File: config.mk
export PLATFORM = sky130hd
export DESIGN_NAME = cs_final_adder
export DESIGN_NICKNAME = d
export VERILOG_FILES = /design/src/rtl/mult_pkg.sv /design/src/rtl/cpa_segment.sv /design/src/rtl/cs_final_adder.sv
export SDC_FILE = /design/constraint.sdc
export NUM_CORES = 2
export LEC_CHECK = 0
export ABC_AREA = 1
export CAP_MARGIN = 20
export CORE_MARGIN = 2
export CORE_UTILIZATION = 35
export CTS_BUF_LIST = sky130_fd_sc_hd__clkbuf_4 sky130_fd_sc_hd__clkbuf_8
export DETAILED_ROUTE_END_ITERATION = 8
export DONT_BUFFER_PORTS = 1
export GPL_ROUTABILITY_DRIVEN = 1
export PLACE_DENSITY = 0.56
export SLEW_MARGIN = 10
export SYNTH_ARGS = -nofsm -noshare
export SYNTH_HDL_FRONTEND = slang
export SYNTH_SLANG_ARGS = --single-unit
File: constraint.sdc
create_clock -name clk -period 2.1 [get_ports clk]
set_clock_uncertainty 0.1 [all_clocks]
set_input_delay 0.42 -clock clk [delete_from_list [all_inputs] [get_ports clk]]
set_output_delay 0.42 -clock clk [all_outputs]
set_load 0.02 [all_outputs]
File: src/rtl/mult_pkg.sv
// mult_pkg: widths and carry-save pair type shared by the multiplier core and the final adder
package mult_pkg;
    localparam int MULT_IN_WIDTH = 64;
    localparam int PROD_WIDTH = 2 * MULT_IN_WIDTH;
    typedef struct packed {
        logic [PROD_WIDTH-1:0] a;
        logic [PROD_WIDTH-1:0] b;
    } cs_pair_t;
endpackage

File: src/rtl/cpa_segment.sv
// cpa_segment: combinational SEG_WIDTH-bit slice of the final carry-propagate adder
module cpa_segment #(
    parameter int SEG_WIDTH = 32
) (
    input  logic [SEG_WIDTH-1:0] a,
    input  logic [SEG_WIDTH-1:0] b,
    input  logic                 cin,
    output logic [SEG_WIDTH-1:0] sum,
    output logic                 cout
);
    assign {cout, sum} = {1'b0, a} + {1'b0, b} + {{SEG_WIDTH{1'b0}}, cin};
endmodule

File: src/rtl/cs_final_adder.sv
// cs_final_adder: segmented, pipelined carry-propagate adder turning a carry-save pair into a binary sum.
// Define CS_FINAL_ADDER_SKID_EN for a 2-entry output skid buffer and a registered in_ready.
module cs_final_adder
    import mult_pkg::*;
#(
    parameter int WIDTH = PROD_WIDTH,
    parameter int SEG_WIDTH = 32
) (
    input  logic             clk,
    input  logic             rst,
    input  logic             in_valid,
    output logic             in_ready,
    input  logic [WIDTH-1:0] in_a,
    input  logic [WIDTH-1:0] in_b,
    output logic             out_valid,
    input  logic             out_ready,
    output logic [WIDTH-1:0] out_sum,
    output logic             out_cout
);
    localparam int NSEG = WIDTH / SEG_WIDTH;
    logic adv;
    // Level k word: {pending (b_j, a_j) pairs for segments >= k, finished sum segments < k}.
    // Each level drops one segment, so widths shrink from 2*WIDTH down to WIDTH.
    for (genvar k = 0; k <= NSEG; k++) begin : g_lvl
        localparam int LW = 2 * WIDTH - k * SEG_WIDTH;
        logic [LW-1:0] w_d, w_q;
        logic vin, c_d, v_q, c_q;
        if (k == 0) begin : g_in
            assign vin = in_valid;
            assign c_d = 1'b0;
            always_comb begin
                w_d = '0;
                for (int j = 0; j < NSEG; j++) begin
                    w_d[2*j*SEG_WIDTH +: SEG_WIDTH] = in_a[j*SEG_WIDTH +: SEG_WIDTH];
                    w_d[(2*j+1)*SEG_WIDTH +: SEG_WIDTH] = in_b[j*SEG_WIDTH +: SEG_WIDTH];
                end
            end
        end else begin : g_add
            localparam int RP = (k - 1) * SEG_WIDTH;
            logic [SEG_WIDTH-1:0] s;
            cpa_segment #(.SEG_WIDTH(SEG_WIDTH)) u_seg (
                .a(g_lvl[k-1].w_q[RP +: SEG_WIDTH]),
                .b(g_lvl[k-1].w_q[RP+SEG_WIDTH +: SEG_WIDTH]),
                .cin(g_lvl[k-1].c_q),
                .sum(s),
                .cout(c_d)
            );
            assign vin = g_lvl[k-1].v_q;
            always_comb begin
                w_d = g_lvl[k-1].w_q[LW+SEG_WIDTH-1:SEG_WIDTH];
                w_d[0 +: k*SEG_WIDTH] = g_lvl[k-1].w_q[k*SEG_WIDTH-1:0];
                w_d[RP +: SEG_WIDTH] = s;
            end
        end
        // Data only loads behind a valid entry, so bubbles never carry garbage to the outputs.
        always_ff @(posedge clk)
            if (rst) begin
                v_q <= 1'b0;
                c_q <= 1'b0;
                w_q <= '0;
            end else if (adv) begin
                v_q <= vin;
                if (vin) begin
                    c_q <= c_d;
                    w_q <= w_d;
                end
            end
    end
`ifdef CS_FINAL_ADDER_SKID_EN
    logic [WIDTH:0] skid_q [2];
    logic [1:0] cnt_q;
    logic rd_q, wr_q, push, pop;
    // The pipeline only moves while the skid has a free slot, so in_ready comes straight from a flop.
    assign adv = ~cnt_q[1];
    assign in_ready = adv;
    assign push = adv & g_lvl[NSEG].v_q;
    assign pop = out_valid & out_ready;
    assign out_valid = |cnt_q;
    assign {out_cout, out_sum} = skid_q[rd_q];
    always_ff @(posedge clk)
        if (rst) begin
            skid_q[0] <= '0;
            skid_q[1] <= '0;
            cnt_q <= 2'd0;
            rd_q <= 1'b0;
            wr_q <= 1'b0;
        end else begin
            if (push) begin
                skid_q[wr_q] <= {g_lvl[NSEG].c_q, g_lvl[NSEG].w_q};
                wr_q <= ~wr_q;
            end
            if (pop)
                rd_q <= ~rd_q;
            cnt_q <= cnt_q + {1'b0, push} - {1'b0, pop};
        end
`else
    assign out_valid = g_lvl[NSEG].v_q;
    assign out_sum = g_lvl[NSEG].w_q;
    assign out_cout = g_lvl[NSEG].c_q;
    assign adv = ~out_valid | out_ready;
    assign in_ready = adv;
`endif
endmodule

# --- Yosys cells after proc, flatten, opt, wreduce, memory -nomap -nowiden ---
# Index checks and enable logic that the tools add are counted.
word_totals:
  register_bits: 969
  out_inout_bits: 131
op_classes:
  n_bitwise: 2
  reduce_logical: 5
  addsub: 7
ops:
  columns: ["operator", "n"]
  rows:
  - ["$add A32 B32 Y33", 4]
  - ["$add A33 B1 Y33", 3]
  - ["$reduce_and A2 Y1", 5]
  - ["$not A1 Y1", 1]
  - ["$or A1 B1 Y1", 1]

# --- Logic depth before layout (Yosys ltp) ---
logic_depth:
  ltp_word: 3
  mapped_depth: 15
  mapped_depth_nobuf: 15

# --- Hierarchy ---
# A second synthesis with hierarchy kept.
hier_totals:
  cells_unflattened: 8358
  hier_area_um2: 52223.8
by_module_without_submodules:
  columns: ["module", "area_per_inst_um2", "cells_each", "instances", "seq_area_each_um2"]
  rows:
  - ["cs_final_adder", 42607.1, 6344, 1, 19398.6]
  - ["cpa_segment (g_lvl[1].g_add.u_seg ...)", 2393.5, 505, 2, 0.0]
  - ["cpa_segment (g_lvl[3].g_add.u_seg)", 2448.6, 502, 1, 0.0]
  - ["cpa_segment (g_lvl[4].g_add.u_seg)", 2381.0, 502, 1, 0.0]

# --- Worst setup path before layout ---
# Ideal clock, no wire load.
synth_timing:
  path_kind: "register to register"
  startpoint: "register g_lvl[2].w_q[64]"
  endpoint: "register g_lvl[3].w_q[88]"
  path_stages_with_launch: 13
  required_ps: 1891
  synth_period_minus_slack_ps: 2153
  arrival_time_ps: 1944
  slack_ps: -53
  path_cell_list: "dfxtp_1 > fa_1 > fa_1 > nand3_1 > nand3_1 > nand2_1 > nand2_1 > nand3_1 > nand3_1 > nand2_1 > nand3_1 > nand2_1 > inv_1"
synth_between:
  elab_chain_cells: 2
synth_lines:
  columns: ["element", "line_no", "text"]
  rows:
  - ["from (decl)", "cs_final_adder.sv:26", "logic [LW-1:0] w_d, w_q;"]
  - ["from (signal assigned)", "cs_final_adder.sv:65", "w_q <= w_d;"]
  - ["$add A32 B32 Y33", "cpa_segment.sv:11", "assign {cout, sum} = {1'b0, a} + {1'b0, b} + {{SEG_WIDTH{1'b0}}, cin};"]
  - ["$add A33 B1 Y33", "cpa_segment.sv:11", null]
  - ["to (signal assigned)", "cs_final_adder.sv:65", null]
  - ["to (decl)", "cs_final_adder.sv:26", null]
# Every way passes these cells.
# A chain may end at the register's enable or synchronous reset.

# --- Final worst setup path ---
layout_timing:
  startpoint: "register g_lvl[3].w_q[96]"
  endpoint: "register g_lvl[4].w_q[120] (netlist: out_sum[120])"
layout_between:
  elab_chain_cells: 2
layout_lines:
  columns: ["element", "line_no"]
  rows:
  - ["$add A32 B32 Y33", "cpa_segment.sv:11"]
  - ["$add A33 B1 Y33", "cpa_segment.sv:11"]
  - ["to (signal assigned)", "cs_final_adder.sv:65"]
  - ["to (decl)", "cs_final_adder.sv:26"]
# Every way passes these cells.

==> results.tsv <==
metric	value	unit
row cnt	128	
synthesized area	42900	um2
Initial DRT Pass Iterations	5	
Total GRT Usage	21.4	%
power per cell area	827	nW/um2
DRC	0	
placed wire-length estimate	95.7	mm
Compound-Gate Fraction of Synth Area	12.4	%
WL/cell	16.8	um
Die Width	354	um
Async SR Flop Fraction	0	%
Crit Path Class	reg2reg	
critical path, cell by cell	fa_2, fa_2, nand3_2, nand3_4, nand2_4, nand2_4, nand3_4, nand3_2, nand2_1, nand3_1, nand2_1, inv_1	
P_leak	0.0252	uW
largest net degree at the start of global routing	105	
Area Overhead vs Synth	25.9	%
Initial Utilization	35.2	%
largest family of logic cells by synthesized area	simple AND/OR/NAND/NOR gates	
Reg2Reg Depth	12	
fillers	12500	
top-area cell type share of the netlist area	45.3	%
status	finished, violations left	
GR Overflow Total	0	
Post-Route WL	141	mm
syn nets	6692	
Slew Limit Fails	0	
Worst-Margin Slew	0.612	ns
Final period util	102	%
final hold viol count	0	
1st-iter DRT viols	2602	
sum of negative setup slack	-0.0674	ns
vias per cell	4.73	
synthesized instance count	6300	
# setup viols final	3	
synth top area cells	dfxtp_1 (45%), nor2_1 (18%), o21ai_0 (9.9%)	
Crit path largest cell delay	0.42	ns
RSZ-0062 raised after global routing	true	
Placer Congestion	0.907	
core area	122000	um2
nets	7042	
first-pass GRT wire length	214	mm
mux share of post-synthesis cell area	0	%
Reg clk slew, reported paths	0.06	ns
Final WS setup	-0.0391	ns
worst slack, placed	-0.188	ns
Critical Path RT	2.76	ns
die area	125000	um2
FMAX	467	MHz
Max-slew headroom	58.8	%
final antenna-violating net count	0	
post-synth top area cell	dfxtp_1	
CP arrival	2.80	ns
Root Driver	clkbuf_8	
Synth Flop Type	dfxtp_1	
H-tree levels	4	
share of layout cells above drive strength 1	11.1	%
initial antenna violation count	5	
Post-Synth Adder-Cell Area	3.98	%
warnings from Yosys	0	
flops & latches, synth	969	
CP Capture Type	flip-flop	
via count	39800	
Cell variety after synth	30	
simple-gate share of the synthesized area	28.9	%
RR Endpoint	out_sum[120]	
element type at the critical path start	flip-flop	
EDFF count, synth	0	
max cap viols	0	
clock tree buffer depth	3	
Hold Crit Start	out_ready	
Min-Delay Endpoint	g_lvl[3].w_q[66]	
origin of the critical flop-to-flop path	g_lvl[3].w_q[96]	
Clock Sinks	969	
io pins	391	
CP Max Fanout	3	
Seq/Total Area, Yosys	45.3	%
Hold WC Path Type	in2reg	
crit path max-delay cell type	fa_2	
DIE HEIGHT	354	um
port bufs	0	
vias in the first global route	38800	
syn_area_per_cell	6.80	um2
xor/xnor share of the synthesized area	1.14	%
violated checks	negative setup slack	
worst hold stages	5	
CTS Buf Count	170	
TritonCTS clock tree	built	
Clock Latency Late Sink	0.90	ns
reg-to-reg setup timing slack	-0.04	ns
maximum VDD drop	667	uV
Final min period	2.14	ns
[sequential cells by signal, summed over array words and instances (netlist names)]
register	count
out_cout	1
g_lvl.c_q	3
g_lvl.w_q	832
g_lvl.v_q	4
out_valid	1
out_sum	128
[layer usage]
layer	GRT usage (%)	share of wire [%]
met1	28.3	46
met2	34.2	44
met3	5.15	6.3
met4	7.36	2.9
met5	0	0.018
[logic make-up (layout without fill, tap and decap cells)]
family | Yosys count | count (layout)
and+or+nand+nor | 3216 | 3216
AOI/OAI and AO/OA | 1049 | 1049
DFF | 969 | 969
buffers and inverters | 878 | 1361
adders and majority gates | 132 | 132
xor gates and xnor gates | 56 | 56
other | 0 | 5
[area by class of cell]
| class | instances | area, um2 | area share [%] |
|---|---|---|---|
| diodes | 5 | 12.5 | 0.0232 |
| inverters | 561 | 2160 | 4.01 |
| clock buffers | 256 | 3240 | 6.00 |
| clock inverters | 49 | 627 | 1.16 |
| repair buffers | 495 | 5390 | 9.98 |
| well taps | 1625 | 2030 | 3.77 |
| flip-flops and latches | 969 | 19400 | 36.0 |
| multi-input cells | 4453 | 21100 | 39.1 |
[worst max path at each step]
| stage | startpoint | to | depth (start not counted) |
|---|---|---|---|
| after global placement | g_lvl[3].w_q[96] | out_sum[120] | 12 |
| final | g_lvl[3].w_q[96] | out_sum[120] | 12 |
| after global routing | g_lvl[1].c_q | g_lvl[2].w_q[54] | 13 |
| after detailed placement | g_lvl[3].w_q[96] | out_sum[120] | 12 |
| after floorplan | g_lvl[2].w_q[64] | g_lvl[3].w_q[88] | 12 |
| after CTS | out_valid | in_ready | 3 |
[critical path, delay by kind of cell, from the launching register on]
family | cells | cell delay [ns]
adders and majority gates | 2 | 0.84
and+or+nand+nor | 9 | 0.73
DFF | 1 | 0.33
buffers and inverters | 1 | 0.04
[synthesized netlist by cell type (2+ instances only)]
library cell / count
nand4_1: 12
o211ai_1: 2
clkbuf_1: 137
buf_6: 2
o21ai_1: 71
fa_1: 7
a21o_1: 8
xnor2_1: 6
o21ai_0: 847
buf_4: 11
buf_2: 165
nor3_1: 20
a21oi_1: 109
buf_1: 2
nor2_1: 2075
nand3b_1: 2
nand2_4: 2
o21bai_1: 12
dfxtp_1: 969
nor2_2: 5
nand2_1: 912
nand2_2: 2
nand3_1: 184
ha_1: 125
xor2_1: 50
inv_2: 4
inv_1: 556
[where the power goes]
group / leakage, uW / switching, uW / internal [uW]
Clock: 0.00204 / 8400 / 11200
Sequential: 0.00796 / 710 / 19400
Combinational: 0.0152 / 2890 / 2000
[per-stage QoR]
step	total power (uW)	area (um2)	std cells	hold slack, ns	util, %
2_1_floorplan	23100	42900	6300	0.343	-
3_3_place_gp	24500	45400	7772	0.354	37.3
3_5_place_dp	24600	45400	7772	0.364	37.3
4_1_cts	45000	53000	8432	0.0000894	43.6
5_1_grt	46700	53900	8413	0.0579	44.3
6_report	44600	53900	8413	0.0756	44.3
[layout by cell type, fill, tap and decap left out, drive strengths merged]
cell type        n
o21bai          12
nor2          2081
dfxtp          969
dlygate4sd3    274
ha             125
a21o             8
nand2          916
diode            5
clkinv          25
and2             1
o21ai          918
dlymetal6s4s    11
nand3          184
bufinv          10
clkbuf         265
o211ai           2
a21oi          109
xnor2            6
nand4           12
buf            201
fa               7
clkinvlp         4
inv            571
nand3b           2
xor2            50
nor3            20
[what timing repair did]
action,4_1_cts,5_1_grt
buffers inserted,3,29
pin swaps,13,57
setup endpoints to repair,60,185
resized for setup,56,259
hold buffers,352,0
cloned,0,14
hold endpoints to repair,670,0
Note: power is estimated with default switching activity, not from simulation.
